$ cat src/rtl/dma_read_master_pipelined.sv
// Pipelined Avalon-MM read master feeding a downstream write FIFO.
// FIFO credits bound outstanding reads so no returned beat is ever dropped.
module dma_read_master_pipelined #(
    parameter int DATA_W      = 32,
    parameter int ADDR_W      = 32,
    parameter int LEN_W       = 32,
    parameter int MAX_PENDING = 4,
    parameter int FIFO_DEPTH  = 64,
    parameter int FIFO_AW     = 7
) (
    input  logic              iClk,
    input  logic              iReset_n,
    input  logic              iStart,
    input  logic              iAbort,
    input  logic [LEN_W-1:0]  iLength,
    input  logic [ADDR_W-1:0] iStartAddress,
    output logic              oBusy,
    output logic              oDone,
    output logic              oError,
    output logic              oRM_read,
    output logic [ADDR_W-1:0] oRM_address,
    input  logic              iRM_waitrequest,
    input  logic              iRM_readdatavalid,
    input  logic [DATA_W-1:0] iRM_readdata,
    input  logic [FIFO_AW-1:0] iFF_usedw,
    output logic              oFF_writerequest,
    output logic [DATA_W-1:0] oFF_data
);
    localparam int BYTES = DATA_W / 8;
    localparam int PW    = $clog2(MAX_PENDING + 1);
    localparam int CW    = ((FIFO_AW > PW) ? FIFO_AW : PW) + 2;

    typedef enum logic [1:0] {
        S_IDLE,
        S_ISSUE,
        S_DRAIN
    } state_t;

    state_t            r_state;
    state_t            w_state_nxt;
    logic [ADDR_W-1:0] r_addr;
    logic [LEN_W-1:0]  r_remaining;
    logic [PW-1:0]     r_pending;
    logic              r_hold;
    logic              r_abort;
    logic              r_done;
    logic              r_error;
    logic              r_ffwr;
    logic [DATA_W-1:0] r_ffdata;

    logic [ADDR_W-1:0] w_addr_al;
    logic [LEN_W-1:0]  w_len_al;
    logic [CW-1:0]     w_fill;
    logic              w_credit;
    logic              w_abort;
    logic              w_read;
    logic              w_acc;
    logic              w_ret;
    logic              w_stray;
    logic              w_last;
    logic              w_done;
    logic              w_start;

    assign w_addr_al = iStartAddress & ~ADDR_W'(BYTES - 1);
    assign w_len_al  = iLength & ~LEN_W'(BYTES - 1);

    // A beat sitting in the output register is neither pending nor in usedw yet
    assign w_fill = CW'(iFF_usedw) + CW'(r_pending) + CW'(r_ffwr);

    always_comb begin
        w_credit = (r_remaining != '0)
                && (r_pending < PW'(MAX_PENDING))
                && (w_fill < CW'(FIFO_DEPTH));
        w_abort  = iAbort | r_abort;
        w_read   = (r_state == S_ISSUE)
                && (r_hold || (w_credit && !w_abort));
        w_acc    = w_read && !iRM_waitrequest;
        w_ret    = iRM_readdatavalid && (r_pending != '0);
        w_stray  = iRM_readdatavalid && (r_pending == '0);
        w_last   = (r_remaining == LEN_W'(BYTES));
        w_done   = (r_state == S_DRAIN) && (r_pending == '0) && !r_ffwr;
        w_start  = (r_state == S_IDLE) && iStart;
    end

    always_comb begin
        w_state_nxt = r_state;
        unique case (r_state)
            S_IDLE: begin
                if (iStart)
                    w_state_nxt = (w_len_al == '0) ? S_DRAIN : S_ISSUE;
            end
            S_ISSUE: begin
                if ((r_remaining == '0)
                    || (w_acc && (w_last || w_abort))
                    || (w_abort && !w_read))
                    w_state_nxt = S_DRAIN;
            end
            S_DRAIN: begin
                if (w_done)
                    w_state_nxt = S_IDLE;
            end
            default: w_state_nxt = S_IDLE;
        endcase
    end

    always_ff @(posedge iClk) begin
        if (!iReset_n) begin
            r_state     <= S_IDLE;
            r_addr      <= '0;
            r_remaining <= '0;
            r_pending   <= '0;
            r_hold      <= 1'b0;
            r_abort     <= 1'b0;
            r_done      <= 1'b0;
            r_error     <= 1'b0;
            r_ffwr      <= 1'b0;
            r_ffdata    <= '0;
        end else begin
            r_state   <= w_state_nxt;
            r_done    <= w_done;
            r_ffwr    <= w_ret;
            r_hold    <= w_read && iRM_waitrequest;
            r_pending <= r_pending + PW'(w_acc) - PW'(w_ret);
            if (iRM_readdatavalid)
                r_ffdata <= iRM_readdata;
            if (w_stray)
                r_error <= 1'b1;
            if ((r_state == S_ISSUE) && iAbort)
                r_abort <= 1'b1;
            if (w_start) begin
                r_addr      <= w_addr_al;
                r_remaining <= w_len_al;
                r_error     <= 1'b0;
                r_abort     <= 1'b0;
            end else if (w_acc) begin
                r_addr      <= r_addr + ADDR_W'(BYTES);
                r_remaining <= r_remaining - LEN_W'(BYTES);
            end
        end
    end

    assign oBusy            = (r_state != S_IDLE);
    assign oDone            = r_done;
    assign oError           = r_error;
    assign oRM_read         = w_read;
    assign oRM_address      = r_addr;
    assign oFF_writerequest = r_ffwr;
    assign oFF_data         = r_ffdata;

endmodule
$ cat config.mk
export PLATFORM = sky130hd
export DESIGN_NAME = dma_read_master_pipelined
export DESIGN_NICKNAME = d
export VERILOG_FILES = /design/src/rtl/dma_read_master_pipelined.sv
export SDC_FILE = /design/constraint.sdc
export NUM_CORES = 1
export LEC_CHECK = 0
export BUFFER_PORTS_ARGS = -buffer_cell sky130_fd_sc_hd__buf_2
export CAP_MARGIN = 20
export CORE_ASPECT_RATIO = 1.4
export CORE_MARGIN = 1.5
export CORE_UTILIZATION = 51
export CTS_CLUSTER_SIZE = 8
export DETAILED_ROUTE_END_ITERATION = 10
export PLACE_DENSITY = 0.8
export SLEW_MARGIN = 40
export SYNTH_ARGS = -nofsm -noshare
export SYNTH_HDL_FRONTEND = slang
export SYNTH_SLANG_ARGS = --single-unit
$ cat constraint.sdc
create_clock -name iClk -period 4.6 [get_ports iClk]
set_clock_uncertainty 0.15 [all_clocks]
set_input_delay 0.92 -clock iClk [delete_from_list [all_inputs] [get_ports iClk]]
set_output_delay 0.92 -clock iClk [all_outputs]
set_load 0.05 [all_outputs]
==> results of run 1 <==
[power breakdown]
| group | switching (W) | total [W] | internal (W) |
|---|---|---|---|
| registers | 0.000124 | 0.00112 | 0.000994 |
| clock network | 0.000319 | 0.000737 | 0.000419 |
| logic | 0.000608 | 0.000910 | 0.000303 |
[layout by cell type, fill, tap and decap left out, types with 7 or more instances in the layout]
| cell | n |
|---|---|
| buf_2 | 171 |
| buf_4 | 14 |
| inv_1 | 14 |
| nand2_1 | 48 |
| a31oi_1 | 14 |
| nand4_1 | 24 |
| o21ai_0 | 46 |
| or3_1 | 12 |
| a21oi_1 | 20 |
| nand3_1 | 39 |
| clkbuf_16 | 9 |
| or4_1 | 12 |
| xor2_1 | 8 |
| mux2i_1 | 33 |
| o31ai_1 | 7 |
| nor2_1 | 73 |
| xnor2_1 | 9 |
| dfxtp_1 | 102 |
| ha_1 | 8 |
| a32oi_1 | 9 |
| nor4_1 | 24 |
| nor3_1 | 17 |
[cells in the mapped netlist (3+ instances only)]
| library cell | instances | area [um2] |
|---|---|---|
| a211oi_1 | 3 | 22.5 |
| or3_1 | 12 | 75.1 |
| dfxtp_1 | 102 | 2040 |
| o21ai_0 | 46 | 230 |
| nand4_1 | 24 | 150 |
| nand2_1 | 48 | 180 |
| buf_6 | 4 | 45.0 |
| a22oi_1 | 4 | 30.0 |
| or4_1 | 12 | 90.1 |
| and2_1 | 6 | 37.5 |
| nor3_1 | 17 | 85.1 |
| a32oi_1 | 9 | 78.8 |
| nor2b_1 | 5 | 31.3 |
| a21oi_1 | 20 | 100 |
| clkbuf_1 | 22 | 82.6 |
| nand2b_1 | 3 | 18.8 |
| xnor2_1 | 9 | 78.8 |
| o22ai_1 | 6 | 37.5 |
| nor2_1 | 74 | 278 |
| mux2i_1 | 33 | 330 |
| buf_1 | 7 | 26.3 |
| ha_1 | 8 | 100 |
| o311ai_0 | 5 | 43.8 |
| or2_2 | 3 | 18.8 |
| o211ai_1 | 3 | 22.5 |
| o31ai_1 | 7 | 52.6 |
| nand3_1 | 39 | 195 |
| a21o_1 | 6 | 45.0 |
| or4_4 | 3 | 33.8 |
| and3_1 | 5 | 31.3 |
| a221o_1 | 3 | 30.0 |
| o31a_1 | 3 | 26.3 |
| xor2_1 | 8 | 70.1 |
| buf_4 | 3 | 22.5 |
| a31oi_1 | 14 | 87.6 |
| nor4_1 | 24 | 150 |
| inv_1 | 14 | 52.6 |
[layer usage]
metal	vias to the layer above	routed length (um)	global-route usage, %
met5	-	0	0
met1	2760	6330	32.6
met3	42	1100	4.70
met2	284	8080	50.4
met4	0	479	11.8
li1	2736	-	-
[cells by family after synthesis]
kind of cell    after synthesis  synth area share (%)
compound gates              145                  17.6
xor+xnor                     17                  2.76
fa+ha+maj                     9                  2.22
buf+inv                      56                  5.14
flops                       102                  37.8
mux                          35                  6.54
other cells                   1                0.0695
simple gates                287                  27.8
[flip-flops by register name (all words and copies together) (netlist names)]
register	cells
oDone	1
oFF_data	32
r_state	2
oFF_writerequest	1
r_hold	1
oError	1
r_remaining	30
r_pending	3
r_abort	1
oRM_address	30
[worst reg2reg max path: stages, from the launching register on]
cell and delay, ps:
dfxtp_1 360, inv_1 100, ha_1 180, or3b_1 440
or4_4 610, nor4_4 260, buf_4 230, nor3_4 60
clkinv_2 60, ha_1 210, inv_1 50, ha_1 130
inv_1 50, fa_1 370, xor2_1 180, xnor2_1 140
nor2_1 60
[cell type report]
cell class / count / area (um2) / area share (%)
timing repair buffer: 185 / 961 / 14.5
clock inverter: 5 / 50.0 / 0.757
tap: 138 / 173 / 2.61
multi-input combinational: 495 / 3090 / 46.8
inverter: 16 / 61.3 / 0.927
sequential: 102 / 2040 / 30.9
clock buffer: 11 / 233 / 3.52
[how the worst max path moves through the flow]
stage / start / endpoint / slack [ps] / cells past startpoint
finish: r_remaining[2] / oRM_read / 450 / 8
detailed placement: iFF_usedw[1] / r_pending[2] / 830 / 15
floorplan: iFF_usedw[1] / r_pending[2] / 590 / 17
global placement: r_remaining[2] / oRM_read / 880 / 8
global route: r_remaining[3] / oRM_read / 380 / 8
CTS: r_remaining[2] / oRM_read / 470 / 8
[through the flow]
| step | power [W] | cells | setup WS [ps] | utilization (%) |
|---|---|---|---|---|
| floorplan | 0.00177 | 653 | 589 | - |
| global placement | 0.00200 | 936 | 884 | 61.1 |
| detailed placement | 0.00203 | 936 | 834 | 61.1 |
| CTS | 0.00276 | 952 | 473 | 63.9 |
| global route | 0.00290 | 952 | 376 | 63.9 |
| finish | 0.00277 | 952 | 450 | 63.9 |
==> out/qor.csv, run 1 <==
metric,value,unit
r2r_start,r_remaining[2],
dp_hpwl,11.5,mm
path_clk_slew,70,ps
holdBufCountCts,0,
crit_path_start_kind,flop,
rrSetupSlack,820,ps
netlist_area,0.00540,mm2
wl_per_cell,16.8,um
async_flop_share,0,%
clkSinkCount,102,
cts_resized,0,
cts_tree,done,
critPathMaxFanout,8,
max-cap-violations,0,
cts_buffers,9,
status,completed,
period_needed,4150,ps
h-tree-depth,3,
row_count,44,
drtIter0Drc,494,
grt.overflow.total,0,
crit_top_cell,or4_4,
crit_slowest_cell,or4_4,
worstMarginPinSlew,809,ps
die-area,0.0112,mm2
power_density,418,mW/mm2
crit_required,3530,ps
drive_above_1_share,27.0,%
ys_warn_count,0,
min_from,oError,
drtPass1Iterations,7,
tns,0,ps
port-buffer-count,171,
final-hold-violation-count,0,
gr-usage-all-layers,28.0,%
yosys.cell_types.count,67,
ant_nets,0,
cts_setup_buffers,0,
critPathKind,flop to primary output,
syn_area_per_cell,8.28,um2
setup_viol,0,
fin_nets,927,
diodes,0,
arrival,3080,ps
period_share,90.2,%
insertion_delay,340,ps
worstHoldPathCells,2,
fmax,241,MHz
placed_cell_area,0.00633,mm2
power_leakage,2.84,nW
hold_path_class,flop to flop,
path_buf_inv,2,
path_cells,inv_1 > ha_1 > or3b_1 > or4_4 > or4_4 > nand2_1 > nor2_1 > buf_2,
die_w,90.0,um
hold_end,oError,
max_stage_delay,630,ps
netlist_instances,652,
synth_edf_count,0,
io_pins,178,
ys_seq_elements,102,
ys.flop_type,dfxtp_1,
crit_family,simple AND/OR/NAND/NOR gates,
die_height,125,um
first_global_vias,5422,
drt-total-wl,16.0,mm
vias,5822,
ir_drop,0.249,mV
end_kind,primary output,
grt_pass1_wl,25.8,mm
rsz0062_at_grt,no,
gp_congestion,0.929,
drcViolationCount,0,
via_per_inst,6.12,
hold_ws,312,ps
slew_headroom,45.6,%
cts.path.max_buffers,2,
grt_max_degree,64,
design_area,0.00661,mm2
drv_slew,0,
root_buffer,clkbuf_16,
area_delta_synth_final,22.5,%
fill_cells,903,
rr_endpoint,r_pending[2],
core_area,0.0103,mm2
initial_utilization,52.2,%
antenna_found_initial,1,
ys_seq_area_share,37.8,%
reg2regPathDepth,16,
Note: power is estimated with default switching activity, not from simulation.
==> run 2, diff against run 1 <==
- ABC_AREA: not set -> 1
- CORE_UTILIZATION: 51 -> 52
==> out/qor.csv, run 2 <==
metric,value,unit,change
rsz0062_at_grt,no,,unchanged
io_pins,178,,unchanged
cts_setup_buffers,0,,unchanged
insertion_delay,350,ps,was 340 ps
status,completed,,unchanged
vias,6408,,"was 5,822"
worstMarginPinSlew,731,ps,was 809 ps
max-cap-violations,0,,unchanged
cts_resized,0,,unchanged
tns,0,ps,unchanged
grt_max_degree,55,,was 64
wl_per_cell,13.5,um,was 16.8 um
drtPass1Iterations,5,,was 7
fill_cells,1114,,was 903
final-hold-violation-count,0,,unchanged
gp_congestion,0.917,,was 0.929
h-tree-depth,3,,unchanged
total_power,0.00383,W,was 0.00277 W
ys.flop_type,dfxtp_1,,unchanged
ant_nets,0,,unchanged
syn_area_per_cell,6.55,um2,was 8.28 um2
diodes,0,,unchanged
r2r_start,r_remaining[2],,unchanged
fmax,296,MHz,was 241 MHz
ys_warn_count,0,,unchanged
row_count,46,,was 44
netlist_instances,910,,was 652
critPathMaxFanout,3,,was 8
drcViolationCount,0,,unchanged
crit_path_start_kind,input port,,was flop
power_density,535,mW/mm2,was 418 mW/mm2
register_area,0.00204,mm2,unchanged
drive_above_1_share,20.1,%,was 27.0%
end_kind,primary output,,unchanged
hold_end,oDone,,was oError
drv_slew,0,,unchanged
ys_seq_area_share,34.2,%,was 37.8%
path_clk_slew,80,ps,was 70 ps
worstHoldPathCells,1,,was 2
yosysMostFrequentCell,nand2_1,,was dfxtp_1
synth_edf_count,0,,unchanged
drtIter0Drc,297,,was 494
async_flop_share,0,%,unchanged
power_leakage,3.45,nW,was 2.84 nW
final_util,63.4,%,was 63.9%
port-buffer-count,171,,unchanged
synthTopCellsByArea,"dfxtp_1 (34%), nand2_1 (12%), nor2_1 (10%)",,"was dfxtp_1 (38%), mux2i_1 (6.1%), nor2_1 (5.1%)"
largest_reg_flops,32,,unchanged
clkSinkCount,102,,unchanged
antenna_found_initial,0,,was 1
synth_top_area_share,34.2,%,was 37.8%
synth_commonest_cells,"nand2_1 (194), nor2_1 (160), dfxtp_1 (102)",,"was dfxtp_1 (102), nor2_1 (74), nand2_1 (48)"
arrival,2310,ps,was 3080 ps
period_share,73.4,%,was 90.2%
crit_required,3530,ps,about the same
reg2regPathDepth,17,,was 16
first_global_vias,5839,,"was 5,422"
synth_largest_area_cell,dfxtp_1,,unchanged
via_per_inst,5.31,,was 6.12
final_common_cell,nand2_1,,was buf_2
crit_slowest_cell,buf_2,,was or4_4
core_area,0.0113,mm2,was 0.0103 mm2
die_height,130,um,was 125 um
period_needed,3380,ps,was 4150 ps
rrSetupSlack,1450,ps,was 820 ps
cts_tree,done,,unchanged
cts.path.max_buffers,2,,unchanged
ir_drop,0.385,mV,was 0.249 mV
max_stage_delay,290,ps,was 630 ps
die-area,0.0121,mm2,was 0.0112 mm2
path_cells,buf_2 > ha_1 > a21oi_1 > o21ai_0 > nand3_1 > nand3_1 > nand2_2 > nand2_4 > inv_2 > buf_2,,was inv_1 > ha_1 > or3b_1 > or4_4 > or4_4 > nand2_1 > nor2_1 > buf_2
drt-total-wl,16.2,mm,was 16.0 mm
path_buf_inv,3,,was 2
mostFrequentLayoutCells,"nand2_1 (194), buf_2 (171), nor2_1 (159)",,"was buf_2 (171), dfxtp_1 (102), nor2_1 (73)"
grt.overflow.total,0,,unchanged
holdBufCountCts,0,,unchanged
fin_nets,1175,,was 927
gr-usage-all-layers,26.6,%,was 28.0%
hold_path_class,flop to flop,,unchanged
die_w,93.5,um,was 90.0 um
yosys.cell_types.count,34,,was 67
netlist_area,0.00596,mm2,was 0.00540 mm2
grt_pass1_wl,26.3,mm,was 25.8 mm
setup_viol,0,,unchanged
critPathKind,input port to primary output,,was flop to primary output
cts_buffers,9,,unchanged
crit_family,buffers and inverters,,was simple AND/OR/NAND/NOR gates
root_buffer,clkbuf_16,,unchanged
area_delta_synth_final,19.8,%,was 22.5%
slew_headroom,51.2,%,was 45.6%
dp_hpwl,11.6,mm,was 11.5 mm
initial_utilization,52.9,%,was 52.2%
min_from,r_state[0],,was oError
ys_seq_elements,102,,unchanged
rr_endpoint,oRM_address[7],,was r_pending[2]
multi_input_area,0.00345,mm2,was 0.00309 mm2
## run 2: layout make-up
class / instances / area share [%]
sequential: 102 / 28.6
tap: 144 / 2.52
clock inverter: 7 / 1.17
multi-input combinational: 698 / 48.3
timing repair buffer: 177 / 12.6
inverter: 69 / 3.66
clock buffer: 9 / 3.15
## run 2: logic make-up (layout without fill, tap and decap cells)
kind of cell               after synthesis  count (layout)  synth area share [%]
and+or+nand+nor                        498             498                  35.8
AOI/OAI and AO/OA                      142             142                  12.9
buffers and inverters                  111             262                  8.04
DFF                                    102             102                  34.2
xor gates and xnor gates                47              47                  6.90
adders and majority gates                9               9                  2.01
other                                    1               2                0.0629
## run 2: worst reg2reg max path, stage by stage (launching register included)
cell and delay [ps]:
dfxtp_1 330, inv_1 90, ha_1 200, nand2_2 120, nor2_4 170, nand2_2 80
nor2_2 90, nand2_1 90, nand3_1 110, nand2_2 80, nand2_4 90, inv_2 70
nand2_8 60, buf_4 500, nand2_4 410, inv_2 270, nor2_1 70, nor2_1 100
## run 2: how the worst max path moves through the flow
stage	start	to	slack [ps]	depth (start not counted)
floorplan	iFF_usedw[2]	r_pending[2]	920	18
global placement	iFF_usedw[2]	oRM_address[7]	1020	15
detailed placement	iFF_usedw[2]	r_pending[2]	970	18
CTS	iFF_usedw[0]	oRM_read	1200	10
global route	iFF_usedw[2]	r_pending[2]	1080	18
finish	iFF_usedw[0]	oRM_read	1220	10
## run 2: per-stage QoR
stage                     cell area [um2]  instances  hold WS [ps]  setup WS, ps
final                                7150       1206           313          1220
after global routing                 7150       1206           330          1080
after CTS                            7150       1206           316          1200
after detailed placement             6840       1190           298           968
after global placement               6840       1190           285          1020
after floorplan                      5970        911           271           921
## run 2: where the power goes
group	switching [W]	total (W)	leakage, nW	internal, W
logic	0.00123	0.00179	2.45	0.000563
registers	0.000204	0.00126	0.839	0.00106
clock network	0.000387	0.000778	0.151	0.000391
## run 2: layer usage
layer	GRT usage (%)	up-vias	share of wire, %	wire (um)
met5	0	-	0	0
met4	9.80	0	2.6	427
met3	6.06	35	7.6	1240
met2	47.1	232	50	8150
met1	31.2	2903	40	6430
li1	-	3238	-	-
